--- src/rtl/tw4_irq_pkg.sv ---
// Shared types and helpers for the TW4 interrupt controller.
//   irq_state_e  : acknowledge FSM states (IDLE, VEC)
//   lowest_t     : result of lowest_set() -> {found, idx}
//   lowest_set() : index of the lowest set bit of a 16-bit vector
//   below_mask() : bits strictly below the lowest set bit (all ones when empty)
// Helpers work on 16 bits, the largest supported source count; callers
// zero-extend narrower vectors.
package tw4_irq_pkg;

    typedef enum logic {
        IDLE = 1'b0,
        VEC  = 1'b1
    } irq_state_e;

    localparam int N_SRC_DEF = 8;
    localparam int VEC_W_DEF = 8;
    localparam int MAX_SRC   = 16;

    typedef struct packed {
        logic       found;
        logic [3:0] idx;
    } lowest_t;

    function automatic lowest_t lowest_set(input logic [MAX_SRC-1:0] v);
        lowest_t r;
        r.found = 1'b0;
        r.idx   = '0;
        // Scan downwards so the last hit is the lowest index.
        for (int i = MAX_SRC - 1; i >= 0; i--) begin
            if (v[i]) begin
                r.found = 1'b1;
                r.idx   = 4'(i);
            end
        end
        return r;
    endfunction

    function automatic logic [MAX_SRC-1:0] below_mask(input logic [MAX_SRC-1:0] v);
        logic [MAX_SRC-1:0] r;
        if (v == '0) begin
            r = '1;
        end else begin
            // Isolate the lowest set bit, then subtract one to get everything below it.
            r = (v & (~v + 16'd1)) - 16'd1;
        end
        return r;
    endfunction

endpackage

--- src/rtl/irq_edge_detect.sv ---
// Rising-edge detector for a bus of level signals.
//   clock, reset_n : clock and asynchronous active-low reset
//   level_i        : levels to watch
//   rise_o         : one-cycle pulse per bit on a 0->1 transition
// The previous-value register resets to all ones, so a level that is already
// high when reset is released does not produce an edge.
module irq_edge_detect #(
    parameter int WIDTH = 1
) (
    input  logic             clock,
    input  logic             reset_n,
    input  logic [WIDTH-1:0] level_i,
    output logic [WIDTH-1:0] rise_o
);

    logic [WIDTH-1:0] prev_q;

    always_ff @(posedge clock or negedge reset_n) begin
        if (!reset_n) begin
            prev_q <= '1;
        end else begin
            prev_q <= level_i;
        end
    end

    assign rise_o = level_i & ~prev_q;

endmodule

--- src/rtl/irq_controller.sv ---
// Prioritised interrupt controller (one daisy-chain member) for the TW4 CPU.
//   clock, reset_n  : clock, asynchronous active-low reset
//   src_in, src_ie  : source levels (rising edge requests), per-source enables
//   vec_base        : vector base; low IDX_W+1 bits ignored
//   inta, reti      : CPU acknowledge / return levels, acted on at their rising edge
//   iei, ieo        : daisy-chain enable in / out
//   irq             : request to the CPU
//   vector,
//   vector_valid    : {vec_base high bits, winner index, 0}, strobed for one cycle
//   pending,
//   in_service      : status
//   state_dbg_o     : acknowledge FSM state (0 = IDLE, 1 = VEC)
// Handshake: the CPU raises inta while irq is high; the cycle after that edge
// is sampled, vector_valid is high for exactly one cycle and vector holds the
// winner. An inta edge seen while irq is low is ignored (no strobe). Lowest
// index wins; a source may only win when its index is below every in-service
// source, which gives nesting. reti clears the lowest in-service bit.
module irq_controller
    import tw4_irq_pkg::*;
#(
    parameter int N_SRC = N_SRC_DEF,
    parameter int VEC_W = VEC_W_DEF
) (
    input  logic             clock,
    input  logic             reset_n,
    input  logic [N_SRC-1:0] src_in,
    input  logic [N_SRC-1:0] src_ie,
    input  logic [VEC_W-1:0] vec_base,
    input  logic             inta,
    input  logic             reti,
    input  logic             iei,
    output logic             ieo,
    output logic             irq,
    output logic [VEC_W-1:0] vector,
    output logic             vector_valid,
    output logic [N_SRC-1:0] pending,
    output logic [N_SRC-1:0] in_service,
    output logic             state_dbg_o
);

    localparam int IDX_W = $clog2(N_SRC);

    irq_state_e         state_q;
    logic [N_SRC-1:0]   pending_q, pending_d;
    logic [N_SRC-1:0]   in_service_q, in_service_d;
    logic [VEC_W-1:0]   vector_q, vector_d;
    logic               vector_valid_q;

    logic [N_SRC-1:0]   src_rise;
    logic               inta_e, reti_e;

    logic [MAX_SRC-1:0] pend_ext, insvc_ext, mask_ext, elig_ext;
    lowest_t            win;
    logic [N_SRC-1:0]   win_oh;
    logic               accept;
    logic               unused_bits;

    irq_edge_detect #(.WIDTH(N_SRC)) u_src_edge (
        .clock   (clock),
        .reset_n (reset_n),
        .level_i (src_in),
        .rise_o  (src_rise)
    );

    irq_edge_detect #(.WIDTH(1)) u_inta_edge (
        .clock   (clock),
        .reset_n (reset_n),
        .level_i (inta),
        .rise_o  (inta_e)
    );

    irq_edge_detect #(.WIDTH(1)) u_reti_edge (
        .clock   (clock),
        .reset_n (reset_n),
        .level_i (reti),
        .rise_o  (reti_e)
    );

    always_comb begin
        pend_ext                = '0;
        insvc_ext               = '0;
        pend_ext[N_SRC-1:0]     = pending_q;
        insvc_ext[N_SRC-1:0]    = in_service_q;
    end

    assign mask_ext = below_mask(insvc_ext);
    assign elig_ext = pend_ext & mask_ext;
    assign win      = lowest_set(elig_ext);
    assign win_oh   = N_SRC'(1) << win.idx;

    assign irq    = iei & win.found & (state_q == IDLE);
    assign ieo    = iei & ~win.found & ~|in_service_q;
    assign accept = inta_e & irq;

    assign vector_d = {vec_base[VEC_W-1:IDX_W+1], win.idx[IDX_W-1:0], 1'b0};

    always_comb begin
        pending_d    = pending_q;
        in_service_d = in_service_q;
        if (reti_e) begin
            in_service_d = in_service_q & (in_service_q - N_SRC'(1));
        end
        // The winner always sits below the lowest in-service bit, so it never
        // collides with the bit reti clears.
        if (accept) begin
            pending_d    = pending_d & ~win_oh;
            in_service_d = in_service_d | win_oh;
        end
        // Applied last so a new edge beats the acknowledge clear.
        pending_d = pending_d | (src_rise & src_ie);
    end

    always_ff @(posedge clock or negedge reset_n) begin
        if (!reset_n) begin
            state_q        <= IDLE;
            pending_q      <= '0;
            in_service_q   <= '0;
            vector_q       <= '0;
            vector_valid_q <= 1'b0;
        end else begin
            pending_q    <= pending_d;
            in_service_q <= in_service_d;
            case (state_q)
                IDLE: begin
                    if (accept) begin
                        state_q        <= VEC;
                        vector_q       <= vector_d;
                        vector_valid_q <= 1'b1;
                    end else begin
                        vector_valid_q <= 1'b0;
                    end
                end
                VEC: begin
                    state_q        <= IDLE;
                    vector_valid_q <= 1'b0;
                end
                default: begin
                    state_q        <= IDLE;
                    vector_valid_q <= 1'b0;
                end
            endcase
        end
    end

    assign vector       = vector_q;
    assign vector_valid = vector_valid_q;
    assign pending      = pending_q;
    assign in_service   = in_service_q;
    assign state_dbg_o  = state_q;

    assign unused_bits = ^{vec_base[IDX_W:0], win.idx};

endmodule

--- config.mk ---
export PLATFORM = sky130hd
export DESIGN_NAME = irq_controller
export DESIGN_NICKNAME = d
export VERILOG_FILES = /design/src/rtl/tw4_irq_pkg.sv /design/src/rtl/irq_edge_detect.sv /design/src/rtl/irq_controller.sv
export SDC_FILE = /design/constraint.sdc
export NUM_CORES = 1
export LEC_CHECK = 0
export ABC_AREA = 1
export CORE_ASPECT_RATIO = 0.6
export CORE_MARGIN = 8
export CORE_UTILIZATION = 44
export CTS_CLUSTER_DIAMETER = 40
export DETAILED_ROUTE_END_ITERATION = 16
export PLACE_DENSITY = 0.8
export SYNTH_ARGS = -nofsm -noshare
export SYNTH_HDL_FRONTEND = slang
export SYNTH_SLANG_ARGS = --single-unit
--- constraint.sdc ---
create_clock -name clock -period 2.2 [get_ports clock]
set_input_delay 0.22 -clock clock [delete_from_list [all_inputs] [get_ports clock]]
set_output_delay 0.22 -clock clock [all_outputs]
set_load 0.005 [all_outputs]
==> results.ini <==
[routing]
drc = 0
routedWlPerCell_um = 14.1
viasPerCell = 4.89
wl_um = 3950
antenna_left = 0
via_count = 1375
drtIter0Drc = 61
dr.pass1.iters = 4

[finish]
area_delta_synth_final_pct = 49.4
fillers = 285
antenna_cells = 0
final_nets = 264
multi_input_area_um2 = 629
layout-drive-gt1-share = 0.229
utilization = 0.695
stdcell_count = 281
regArea_um2 = 866

[die]
dieArea_mm2 = 0.00570
io_pins = 57
start_util = 0.465
fp.dieH_um = 61.8
fp.dieW_um = 92.3
rows = 16
core_mm2 = 0.00330

[worst_setup_path]
startpoint = in_service[1]$_DFF_PN0_
endpoint = irq
cp-start-kind = flip-flop
r2r_end = pending[5]$_DFF_PN0_
rr_startpoint = in_service[1]$_DFF_PN0_
critPathMaxFanout = 5
end_kind = output port
worstPathCellList = buf_4 -> inv_1 -> nand2_4 -> nor2_4 -> nand2_1 -> nand2_2 -> nor2_2 -> nand2_4 -> nand2_1 -> inv_1 -> dlygate4sd2_1
required_ns = 1.98
r2r_slack_ns = 0.14
cp.arrival_ns = 1.84
worstSetupPathType = flip-flop to output port
crit_path_max_incr_delay_ns = 0.38
critPathSlowestCell = dfrtp_1
rr_worst_depth = 17

[clock_network]
clock_path_buffers = 2
clk_latency_ns = 0.28
clk_pin_slew_ns = 0.07
cts-root-buf = clkbuf_8
cts_max_level = 2
cts_hold_buffers = 0
cts_tree = done
cts_buffers = 5
clock_sink_count = 34

[grt]
grt_pass1_vias = 1402
overflow = 0
use_met2 = 0.220
track_usage = 0.146
grt.met1_usage = 0.178
top_usage_layer = met2
grt_max_degree = 35
antenna_found_initial = 0
grt_pass1_wl_um = 6440
met3_usage = 0.0767

[min_path]
hp-class = input pin to asynchronous set/reset pin

[synth]
synth.avg_cell_area_um2 = 9.09
ys_ff_latch = 34
seq_area_frac_synth = 0.562
synth-warning-count = 0
synth_nets = 198
syn_area_mm2 = 0.00154
synth_cells = 169
synth.distinct_cells = 24

[place]
gp_congestion = 0.815
post-place-cells = 264
numPortBuffers = 51
post-dp-hpwl_um = 2910

[timing]
relSlewSlack = 0.515
finalHoldViolCount = 19
min_period_ns = 2.06
min_period_over_period = 0.936
skew_ns = 0.00640
worst_pin_slew_ns = 0.727
slew_viol_final = 0
fmax_ghz = 0.486
hold-worst-slack_ns = -0.0100
finalSetupViolCount = 0

[status]
violations = hold timing
status = finished with violations

[job]
maxCapViolations = 0

[power]
power_density_mw_per_mm2 = 1210
leakage_nw = 1.11
vdd_drop_max_v = 0.000621

## cells in the mapped netlist, drive strengths merged
| cell | count | area, um2 |
|---|---|---|
| a21oi | 1 | 5.00 |
| nand4 | 6 | 37.5 |
| nor2 | 14 | 85.1 |
| nand3b | 8 | 60.1 |
| o21bai | 1 | 7.51 |
| buf | 2 | 15.0 |
| nor3 | 3 | 20.0 |
| dfstp | 10 | 263 |
| dfrtp | 24 | 601 |
| conb | 1 | 3.75 |
| inv | 20 | 75.1 |
| nand3 | 11 | 72.6 |
| nand2 | 56 | 230 |
| o21ai | 11 | 55.1 |
| nor4 | 1 | 6.26 |
## placed cells by master, fill, tap and decap left out, types with 8 or more instances in the layout
cell	instances
inv_1	18
nand3b_1	8
buf_4	10
nand3_1	8
clkdlybuf4s50_1	48
o21ai_0	10
dfstp_2	10
nand2_1	46
dfrtp_1	22
## routing by layer
layer / wire length (um) / vias to the layer above
met4: 17 / 0
met2: 1670 / 55
met3: 402 / 3
li1: - / 669
met5: 0 / -
met1: 1860 / 648
## power by group
part / switching [W] / total [W] / internal (W)
sequential: 0.000106 / 0.000856 / 0.000750
combinational: 0.000784 / 0.00145 / 0.000670
clock: 0.000218 / 0.000470 / 0.000252
## kinds of logic (layout without fill, tap and decap cells)
family                 after synthesis  in the layout  share of synthesized area
other                                1              1                    0.00244
AND/OR/NAND/NOR                     99             99                      0.333
AO/OA/AOI/OAI                       13             13                     0.0440
flip-flops                          34             34                      0.562
buffers and inverters               22             89                     0.0586
## per-stage QoR
| step | instance area, um2 | power, W | setup TNS [ns] | setup WS [ns] |
|---|---|---|---|---|
| 6_report | 2300 | 0.00278 | 0 | 0.141 |
| 3_3_place_gp | 2090 | 0.00192 | 0 | 0.161 |
| 4_1_cts | 2240 | 0.00261 | 0 | 0.0348 |
| 3_5_place_dp | 2090 | 0.00194 | 0 | 0.118 |
| 2_1_floorplan | 1540 | 0.00151 | 0 | 0.605 |
| 5_1_grt | 2300 | 0.00295 | -0.00814 | -0.00814 |
## critical path, delay by kind of cell (launching register included)
| kind | cells | cell delay (ns) |
|---|---|---|
| and+or+nand+nor | 7 | 0.66 |
| DFF | 1 | 0.38 |
| buffers and inverters | 4 | 0.51 |
## registers in the layout, indices dropped and copies added (netlist names)
| signal | flops |
|---|---|
| u_reti_edge.prev_q | 1 |
| vector | 7 |
| in_service | 8 |
| vector_valid | 1 |
| u_src_edge.prev_q | 8 |
| pending | 8 |
| u_inta_edge.prev_q | 1 |
## worst min path at each step
stage,start,endpoint,slack (ns),depth (start not counted)
global route,reset_n,pending[0]$_DFF_PN0_,0.04,1
finish,reset_n,vector[5]$_DFFE_PN0P_,-0.01,1
global placement,reset_n,vector[5]$_DFFE_PN0P_,0.32,1
detailed placement,reset_n,vector[6]$_DFFE_PN0P_,0.32,1
floorplan,reset_n,in_service[0]$_DFF_PN0_,-0.08,0
CTS,reset_n,pending[4]$_DFF_PN0_,0.02,1
## layout make-up
class,instances,area share
repair buffers,61,0.252
flip-flops and latches,34,0.377
clock buffers,7,0.0376
inverters,20,0.0327
multi-input cells,113,0.274
clock inverters,1,0.00218
well taps,45,0.0245
## what timing repair did
action / in CTS / in global routing
gates cloned: 0 / 0
setup endpoints to repair: 2 / 15
resized for setup: 6 / 10
pin swaps: 4 / 5
setup buffers: 7 / 2
Power figures use the tool's default switching activity.
